## src/rtl/gpio_cfg_pkg.sv

```systemverilog
// gpio_cfg_pkg: shared definitions for the per-pad GPIO configuration block.
// Holds the configuration word width, the bit positions of each pad-control
// field inside the word, and the serial-load state encoding.
package gpio_cfg_pkg;

  localparam int CFG_W        = 10;

  localparam int CFG_MGMT_ENA = 0;
  localparam int CFG_OUTENB   = 1;
  localparam int CFG_HOLDOVER = 2;
  localparam int CFG_INP_DIS  = 3;
  localparam int CFG_IB_MODE  = 4;
  localparam int CFG_ANA_EN   = 5;
  localparam int CFG_ANA_SEL  = 6;
  localparam int CFG_ANA_POL  = 7;
  localparam int CFG_DM_LSB   = 8;

  typedef enum logic [1:0] {
    IDLE  = 2'd0,
    SHIFT = 2'd1,
    ARMED = 2'd2,
    OVER  = 2'd3
  } cfg_state_t;

endpackage

```

## src/rtl/gpio_cfg_shreg.sv

```systemverilog
// gpio_cfg_shreg: serial shift register, saturating bit counter and the
// word-length FSM for one pad's configuration chain.
// The FSM state is a registered decode of the next bit count, so it always
// reflects the count held in r_cnt.
module gpio_cfg_shreg
  import gpio_cfg_pkg::*;
#(
  parameter int SW    = 10,
  parameter int CNT_W = 4
) (
  input  logic             i_clk,
  input  logic             i_rst,
  input  logic             i_shift_en,
  input  logic             i_clear,
  input  logic             i_data,
  output logic [SW-1:0]    o_sreg,
  output logic             o_sdo,
  output cfg_state_t       o_state
);

  localparam logic [CNT_W-1:0] CNT_MAX = '1;
  localparam logic [CNT_W-1:0] SW_CNT  = CNT_W'(SW);

  logic [SW-1:0]    r_sreg;
  logic             r_sdo;
  logic [CNT_W-1:0] r_cnt;
  cfg_state_t       r_state;

  logic [CNT_W-1:0] w_cnt_nxt;
  cfg_state_t       w_state_nxt;

  // Next bit count (cleared by commit/reapply, saturating on shift) and its state decode
  always_comb begin
    w_cnt_nxt = r_cnt;
    if (i_clear) begin
      w_cnt_nxt = '0;
    end else if (i_shift_en && (r_cnt != CNT_MAX)) begin
      w_cnt_nxt = r_cnt + 1'b1;
    end

    w_state_nxt = IDLE;
    if (w_cnt_nxt == '0) begin
      w_state_nxt = IDLE;
    end else if (w_cnt_nxt < SW_CNT) begin
      w_state_nxt = SHIFT;
    end else if (w_cnt_nxt == SW_CNT) begin
      w_state_nxt = ARMED;
    end else begin
      w_state_nxt = OVER;
    end
  end

  // Shift path, counter and FSM state registers
  always_ff @(posedge i_clk) begin
    if (i_rst) begin
      r_sreg  <= '0;
      r_sdo   <= 1'b0;
      r_cnt   <= '0;
      r_state <= IDLE;
    end else begin
      r_cnt   <= w_cnt_nxt;
      r_state <= w_state_nxt;
      if (i_shift_en && !i_clear) begin
        r_sreg <= {r_sreg[SW-2:0], i_data};
        r_sdo  <= r_sreg[SW-1];
      end
    end
  end

  assign o_sreg  = r_sreg;
  assign o_sdo   = r_sdo;
  assign o_state = r_state;

endmodule

```

## src/rtl/gpio_config_shift.sv

```systemverilog
// gpio_config_shift: per-pad active configuration register. Loads from the
// static gpio_defaults word on reset or reapply, accepts a new word through
// the daisy-chained serial path on commit, and decodes the pad-control fields.
// Optional build macro: GPIO_CFG_PARITY_EN (adds a trailing even-parity bit
// to the serial frame and a sticky par_err flag).
module gpio_config_shift #(
  parameter int CFG_W = gpio_cfg_pkg::CFG_W,
  parameter int CNT_W = 4
) (
  input  logic             wb_clk_i,
  input  logic             wb_rst_i,
  input  logic [CFG_W-1:0] gpio_defaults,
  input  logic             defaults_reapply,
  input  logic             serial_clock_en,
  input  logic             serial_data_in,
  input  logic             serial_load,
  output logic             serial_data_out,
  output logic [CFG_W-1:0] cfg_q,
  output logic             mgmt_ena,
  output logic             gpio_outenb,
  output logic             gpio_holdover,
  output logic             gpio_inp_dis,
  output logic             gpio_ib_mode_sel,
  output logic             gpio_ana_en,
  output logic             gpio_ana_sel,
  output logic             gpio_ana_pol,
  output logic [1:0]       gpio_dm,
  output logic             load_done,
  output logic             len_err,
  output logic             par_err
);

  import gpio_cfg_pkg::*;

`ifdef GPIO_CFG_PARITY_EN
  localparam int SW = CFG_W + 1;
`else
  localparam int SW = CFG_W;
`endif

  logic [SW-1:0] w_sreg;
  cfg_state_t    w_state;
  logic          w_shift_en;
  logic          w_clear;
  logic          w_par_ok;

  logic [CFG_W-1:0] r_cfg;
  logic             r_load_done;
  logic             r_len_err;

  // Reapply and commit both win over a shift strobe in the same cycle
  assign w_clear    = serial_load | defaults_reapply;
  assign w_shift_en = serial_clock_en & ~w_clear;

  gpio_cfg_shreg #(
    .SW    (SW),
    .CNT_W (CNT_W)
  ) u_shreg (
    .i_clk      (wb_clk_i),
    .i_rst      (wb_rst_i),
    .i_shift_en (w_shift_en),
    .i_clear    (w_clear),
    .i_data     (serial_data_in),
    .o_sreg     (w_sreg),
    .o_sdo      (serial_data_out),
    .o_state    (w_state)
  );

`ifdef GPIO_CFG_PARITY_EN
  logic r_par_err;

  // Data bits plus trailing parity bit must hold an even number of ones
  assign w_par_ok = ~(^w_sreg);

  // Sticky parity flag: set by an armed commit with bad parity, cleared by reapply
  always_ff @(posedge wb_clk_i) begin
    if (wb_rst_i) begin
      r_par_err <= 1'b0;
    end else if (defaults_reapply) begin
      r_par_err <= 1'b0;
    end else if (serial_load && (w_state == ARMED) && !w_par_ok) begin
      r_par_err <= 1'b1;
    end
  end

  assign par_err = r_par_err;
`else
  assign w_par_ok = 1'b1;
  assign par_err  = 1'b0;
`endif

  // Active config register, commit pulse and sticky length-error flag
  always_ff @(posedge wb_clk_i) begin
    if (wb_rst_i) begin
      r_cfg       <= gpio_defaults;
      r_load_done <= 1'b0;
      r_len_err   <= 1'b0;
    end else begin
      r_load_done <= 1'b0;
      if (defaults_reapply) begin
        r_cfg     <= gpio_defaults;
        r_len_err <= 1'b0;
      end else if (serial_load) begin
        if (w_state == ARMED) begin
          if (w_par_ok) begin
            r_cfg       <= w_sreg[SW-1 -: CFG_W];
            r_load_done <= 1'b1;
          end
        end else begin
          r_len_err <= 1'b1;
        end
      end
    end
  end

  assign cfg_q     = r_cfg;
  assign load_done = r_load_done;
  assign len_err   = r_len_err;

  assign mgmt_ena         = r_cfg[CFG_MGMT_ENA];
  assign gpio_outenb      = r_cfg[CFG_OUTENB];
  assign gpio_holdover    = r_cfg[CFG_HOLDOVER];
  assign gpio_inp_dis     = r_cfg[CFG_INP_DIS];
  assign gpio_ib_mode_sel = r_cfg[CFG_IB_MODE];
  assign gpio_ana_en      = r_cfg[CFG_ANA_EN];
  assign gpio_ana_sel     = r_cfg[CFG_ANA_SEL];
  assign gpio_ana_pol     = r_cfg[CFG_ANA_POL];
  assign gpio_dm          = r_cfg[CFG_DM_LSB +: 2];

endmodule

```

## config.mk

```make
export PLATFORM = sky130hd
export DESIGN_NAME = gpio_config_shift
export DESIGN_NICKNAME = d
export VERILOG_FILES = /design/src/rtl/gpio_cfg_pkg.sv /design/src/rtl/gpio_cfg_shreg.sv /design/src/rtl/gpio_config_shift.sv
export SDC_FILE = /design/constraint.sdc
export NUM_CORES = 1
export LEC_CHECK = 0
export ABC_AREA = 1
export BUFFER_PORTS_ARGS = -buffer_cell sky130_fd_sc_hd__buf_2
export CAP_MARGIN = 20
export CORE_MARGIN = 2
export CORE_UTILIZATION = 30
export DETAILED_ROUTE_END_ITERATION = 7
export GPL_ROUTABILITY_DRIVEN = 0
export PLACE_DENSITY_LB_ADDON = 0.08
export SYNTH_ARGS = -nofsm -noshare
export SYNTH_HDL_FRONTEND = slang
export SYNTH_SLANG_ARGS = --single-unit
```

## constraint.sdc

```tcl
create_clock -name wb_clk_i -period 1.9 [get_ports wb_clk_i]
set_input_delay 0.285 -clock wb_clk_i [delete_from_list [all_inputs] [get_ports wb_clk_i]]
set_output_delay 0.285 -clock wb_clk_i [all_outputs]
set_load 0.02 [all_outputs]
```

==> flow_summary.ini, run 1 <==
[finish]
multi_input_area_sq_um = 506.7
syn_to_final_growth_pct = 18.33
drive_gt1_share_pct = 26.83
nets = 221
design_area_sq_um = 1599
diodes = 0
nFillCells = 477
seqCellArea_sq_um = 680.7

[cts]
clk_path_buf_depth = 2
insertion_delay_ns = 0.27
post_cts_resized = 0
cts_tree = done
cts_num_sinks = 29
clk_pin_slew_ns = 0.06
cts_hold_buf = 0
cts-root-buf = clkbuf_8
post-cts-setup-buffer-count = 0
numCtsBuffers = 5
cts_max_level = 2

[power_and_ir_drop]
p_seq_share_pct = 51.6
power.leakage_nw = 0.7825
p_int_w = 0.0009857
netSwitchingFraction_pct = 26.92
switchingPower_w = 0.0003631
p_comb_share_pct = 13.6
vdd_drop_max_mv = 0.3562
clockPowerShare_pct = 34.8
power_density_nw_per_um2 = 843.5

[timing]
finalHoldViolCount = 0
post-route-period-util_pct = 79.53
fin_crit_ns = 1.511
fin_setup_tns_ns = 0
rsz0062_at_grt = no
max_freq_mhz = 661.8
fin_ws_ns = 0.3889
setup_violations = 0
fin_skew_ns = 0.003571
slew_viol_final = 0

[logic_synthesis]
syn_inst = 173
syn-num-nets = 190
synth_xor_xnor_area_share_pct = 0
synth_compound_area_share_pct = 5.741
synth_cell_type_count = 23
seq_area_frac_synth_pct = 50.37
synth.top_cell.area_share_pct = 28.15
async_flop_share_pct = 0
syn_avg_cell_area_sq_um = 7.811
yosysWarnings = 0
synth_top_cell_by_area = dfxtp_1
synth_flop_cell = dfxtp_1
ys_top_cells_by_count = nand2_1 (47), nor2_1 (32), dfxtp_1 (19), inv_1 (14), o21ai_0 (12)
synth.area.top_cells = dfxtp_1 (28%), edfxtp_1 (22%), nand2_1 (13%)
synthAdderAreaFrac_pct = 0.9259
synth_top_family_by_area = simple AND/OR/NAND/NOR gates
ys_ff_latch = 29
synth.most_common_cell = nand2_1
synth_edf_count = 10
synth-simple-area-share_pct = 30.56
synth_area_sq_um = 1351
synth_mux_area_share_pct = 0

[run_status]
run_status = completed

[routing]
antenna_left = 0
drc = 0
dr.first_iter.drc_count = 50
drt-total-wl_um = 2769
num_vias = 1118
wl_per_cell_um = 10.77
drt-pass1-iter-count = 4
viasPerCell = 4.350

[setup_path]
endpoint_kind = flop
worst_ep_required_time_ns = 2.07
cp-start-kind = flop
reg2reg_slack_ns = 0.39
cp_data_arrival_time_ns = 1.68
crit_path_max_fanout = 4
cp-startpoint = u_shreg.r_cnt[0]
reg2reg_from = u_shreg.r_cnt[0]
worstSetupPathType = reg2reg

[run]
cap_violations = 0

[global_route]
grt.total_usage_pct = 11.98
grt_max_degree = 14
grt_pass1_vias = 1012
grt_first_pass_wirelength_um = 4685
antenna_found_initial = 0
grt_overflow = 0

[worst_hold_path]
hold_class = in2reg
min-delay-start = serial_data_in

[floorplan]
ioPinCount = 40
fp.dieArea_sq_um = 5057
core_area_sq_um = 4354
fp.dieW_um = 71.12
initial_core_util_pct = 31.03
row_count = 24
dieHeight_um = 71.12

[placed_design]
detailed_place_hpwl_um = 2121
place.port_buffers = 38
pre_cts_slack_ns = 0.3858
place_area_sq_um = 1518
-- critical path, stage by stage, from the launching register on --
cell	delay, ns
dfxtp_1	0.40
ha_1	0.23
nand2_1	0.08
nor2_1	0.21
nor2_4	0.07
nand2_1	0.08
nand3_2	0.10
inv_2	0.08
nand3_1	0.07
nand2_1	0.06
nor2_1	0.04
-- power groups by stage --
stage                     Combinational (W)  Clock [W]  Sequential (W)
after floorplan                    0.000115          0        0.000735
after global placement             0.000186          0        0.000709
after detailed placement           0.000185          0        0.000710
after CTS                          0.000185   0.000488        0.000697
after global routing               0.000203   0.000527        0.000701
final                              0.000183   0.000469        0.000696
-- layer usage --
metal	vias up	GRT usage (%)	wire length, um
met5	-	0	0
met4	0	4.403	51
met3	6	4.558	189
met2	37	17.45	1150
met1	485	16.18	1377
li1	590	-	-
-- flip-flops by register name, summed over array words and instances (netlist names) --
name and count:
load_done 1, len_err 1, u_shreg.o_sdo 1, u_shreg.o_sreg 10, cfg_q 10, u_shreg.r_cnt 4, u_shreg.o_state 2
-- layout make-up --
class	count	area share [%]
Clock inverter	3	0.7825
Sequential cell	29	42.57
Clock buffer	5	4.304
Inverter	16	3.756
Tap cell	52	4.069
Multi-Input combinational cell	112	31.69
Timing Repair Buffer	40	12.83
-- final timing paths --
path,cells after the start,to
hold reg to reg,2,load_done
setup reg to reg,10,u_shreg.o_state[0]
setup / recovery,10,u_shreg.o_state[0]
hold / removal,3,u_shreg.o_sreg[0]
-- per-stage QoR --
stage	power (W)	utilization [%]	instances	hold slack [ns]
6_report	0.001349	36.72	257	0.2728
4_1_cts	0.001370	36.72	257	0.2637
2_1_floorplan	0.0008492	-	173	0.3542
3_3_place_gp	0.0008949	34.86	249	0.4754
3_5_place_dp	0.0008949	34.86	249	0.4756
5_1_grt	0.001431	36.72	257	0.2681
-- layout by cell type (no fill, tap or decap), types with 2 or more instances in the layout --
cell	count
a21oi_1	2
buf_2	38
buf_4	2
clkbuf_8	5
clkinv_1	3
dfxtp_1	19
edfxtp_1	10
inv_1	14
nand2_1	47
nand2_2	3
nand3_1	5
nand4_1	2
nor2_1	32
nor2_4	3
o21ai_0	12
-- kinds of logic (layout without fill, tap and decap cells) --
logic type	count (synthesis)	in the layout
fa+ha+maj	1	1
other cells	1	1
flops	29	29
compound gates	15	15
simple gates	95	95
buf+inv	32	64
Note: power is estimated with default switching activity, not from simulation.
==> run 2: changes to the inputs <==
Clock period 1.9 ns to 1.4 ns, I/O delays scaled along.
==> run 2 against run 1 <==
Compared with the run above:
- non-clock buffer count grew 7
- first-iteration DRC count grew 26%
- register-to-register slack lost 0.25 ns
- clock-buffer cell count is the same
- worst setup slack lost 0.25 ns
- clock skew grew 0.0021 ns
- routed wire length grew 0.47%
- critical path depth is the same
- fmax grew 19%
==> flow_summary.ini, run 2 (same netlist as run 1, synthesis figures left out) <==
[global_route]
grt.busiest_layer = met2
use_met2_pct = 16.20
grt_first_pass_wirelength_um = 4540
grt_max_degree = 13
grt_use_met3_pct = 4.986
grt.met1_usage_pct = 15.76
grt_overflow = 0
antenna_found_initial = 0
grt.total_usage_pct = 11.50
grt_pass1_vias = 1019

[timing]
fin_ws_ns = 0.1351
slew_viol_final = 0
fin_hold_ws_ns = 0.1890
max_freq_mhz = 790.6
finalHoldViolCount = 0
fin_crit_ns = 1.265
setup_violations = 0
post-route-period-util_pct = 90.35
rsz0062_at_grt = no
fin_skew_ns = 0.005658

[placed_design]
place.port_buffers = 38
pre_cts_slack_ns = -0.04352
detailed_place_hpwl_um = 2057

[setup_path]
worst_ep_required_time_ns = 1.57
path_cells = ha_4 > nand2_2 > inv_1 > nand4_1 > nand2_1 > inv_1 > nor2_1 > nand3_1 > nand2_1 > nor2_1
cp_data_arrival_time_ns = 1.44
max_stage_delay_ns = 0.36
reg2reg_slack_ns = 0.14
endpoint_kind = flop
reg2reg_from = u_shreg.r_cnt[0]
r2r_cells = 10
worstReg2RegEnd = u_shreg.o_state[0]
crit_path_max_fanout = 3
crit_slowest_cell = dfxtp_2
cp-start-kind = flop
worstSetupPathType = reg2reg

[cts]
cts_num_sinks = 29
insertion_delay_ns = 0.27
cts-root-buf = clkbuf_8
cts_max_level = 2
clk_path_buf_depth = 2
clk_pin_slew_ns = 0.06
post-cts-setup-buffer-count = 0
cts_tree = done
numCtsBuffers = 5

[floorplan]
ioPinCount = 40
fp.dieW_um = 71.12
dieHeight_um = 71.12
initial_core_util_pct = 31.03
fp.dieArea_sq_um = 5057
row_count = 24
core_area_sq_um = 4354

[power_and_ir_drop]
vdd_drop_max_mv = 0.4425
power_density_nw_per_um2 = 1095
power.leakage_nw = 0.8189

[routing]
num_vias = 1135
dr.first_iter.drc_count = 63
viasPerCell = 4.299
drc = 0
wl_per_cell_um = 10.54
drt-pass1-iter-count = 4
drt-total-wl_um = 2782
antenna_left = 0

[worst_hold_path]
holdPathEnd = u_shreg.o_sreg[0]
min-delay-start = serial_data_in
hold_depth = 3
hold_class = in2reg

[finish]
layout_commonest_cell = nand2_1
drive_gt1_share_pct = 33.02
syn_to_final_growth_pct = 24.91
diodes = 0
nets = 228
final_core_util_pct = 38.76
mostFrequentLayoutCells = nand2_1 (45), buf_2 (38), nor2_1 (31), dfxtp_1 (17), inv_1 (14)

[run_status]
run_status = completed

[run]
cap_violations = 0
run 2: changes by cell type in the layout (fill, tap and decap cells not counted):
cell     before  now
nand3_2       1    2
ha_1          1    0
buf_4         2    9
nor2_4        3    4
nand2_1      47   45
dfxtp_2       0    2
dfxtp_1      19   17
nand2_2       3    5
nor2_1       32   31
nand3_1       5    4
o21ai_2       0    1
o21ai_0      12   11
ha_4          0    1
run 2: worst max-delay path, delay by kind of cell (launching register included):
kind	cells	cell delay, ns
adders and majority gates	1	0.15
buffers and inverters	2	0.13
and+or+nand+nor	7	0.51
DFF	1	0.36
run 2: layer usage:
layer,up-vias,routed length (um),share of wire (%)
met5,-,0,0
met4,0,40,1.4
met3,4,214,7.7
met2,38,1185,43
met1,491,1341,48
li1,602,-,-
run 2: repair_timing:
| action | 4_1_cts | 5_1_grt |
|---|---|---|
| pin swaps | 0 | 4 |
| endpoints found under the hold margin | 0 | 0 |
| hold buffers | 0 | 0 |
| setup endpoints to repair | 10 | 2 |
| resized for setup | 1 | 9 |
run 2: final cells by class:
class                      count  area [sq um]
sequential                    29         683.2
timing repair buffer          47         257.7
clock inverter                 3         12.51
clock buffer                   5         68.82
multi-input combinational    112         540.5
inverter                      16         60.06
fill                         456          2666
tap                           52         65.06
run 2: worst max-delay path by stage:
stage                        from                  to  slack [ns]  cells after the start
2_1_floorplan    u_shreg.r_cnt[0]  u_shreg.o_state[0]        0.12                     10
3_3_place_gp   u_shreg.o_state[0]            cfg_q[7]       -0.03                      3
4_1_cts          u_shreg.r_cnt[0]  u_shreg.o_state[0]       0.005                     10
3_5_place_dp   u_shreg.o_state[0]            cfg_q[5]       -0.04                      3
6_report         u_shreg.r_cnt[0]  u_shreg.o_state[0]        0.14                     10
5_1_grt          u_shreg.r_cnt[1]  u_shreg.o_state[0]       0.009                     10
run 2: metrics by stage:
stage,cell area (sq um),std cells,TNS [ns],power (W)
2_1_floorplan,1351,173,0,0.001153
3_3_place_gp,1570,256,-0.2753,0.001223
3_5_place_dp,1570,256,-0.4313,0.001224
4_1_cts,1655,264,0,0.001867
5_1_grt,1688,264,0,0.001943
6_report,1688,264,0,0.001849
run 2: report_power, final:
group | internal, W | switching [W] | total (W)
registers | 0.000921 | 0.0000234 | 0.000944
clock network | 0.000334 | 0.000309 | 0.000642
logic | 0.0000926 | 0.000170 | 0.000262
total | 0.00135 | 0.000502 | 0.00185
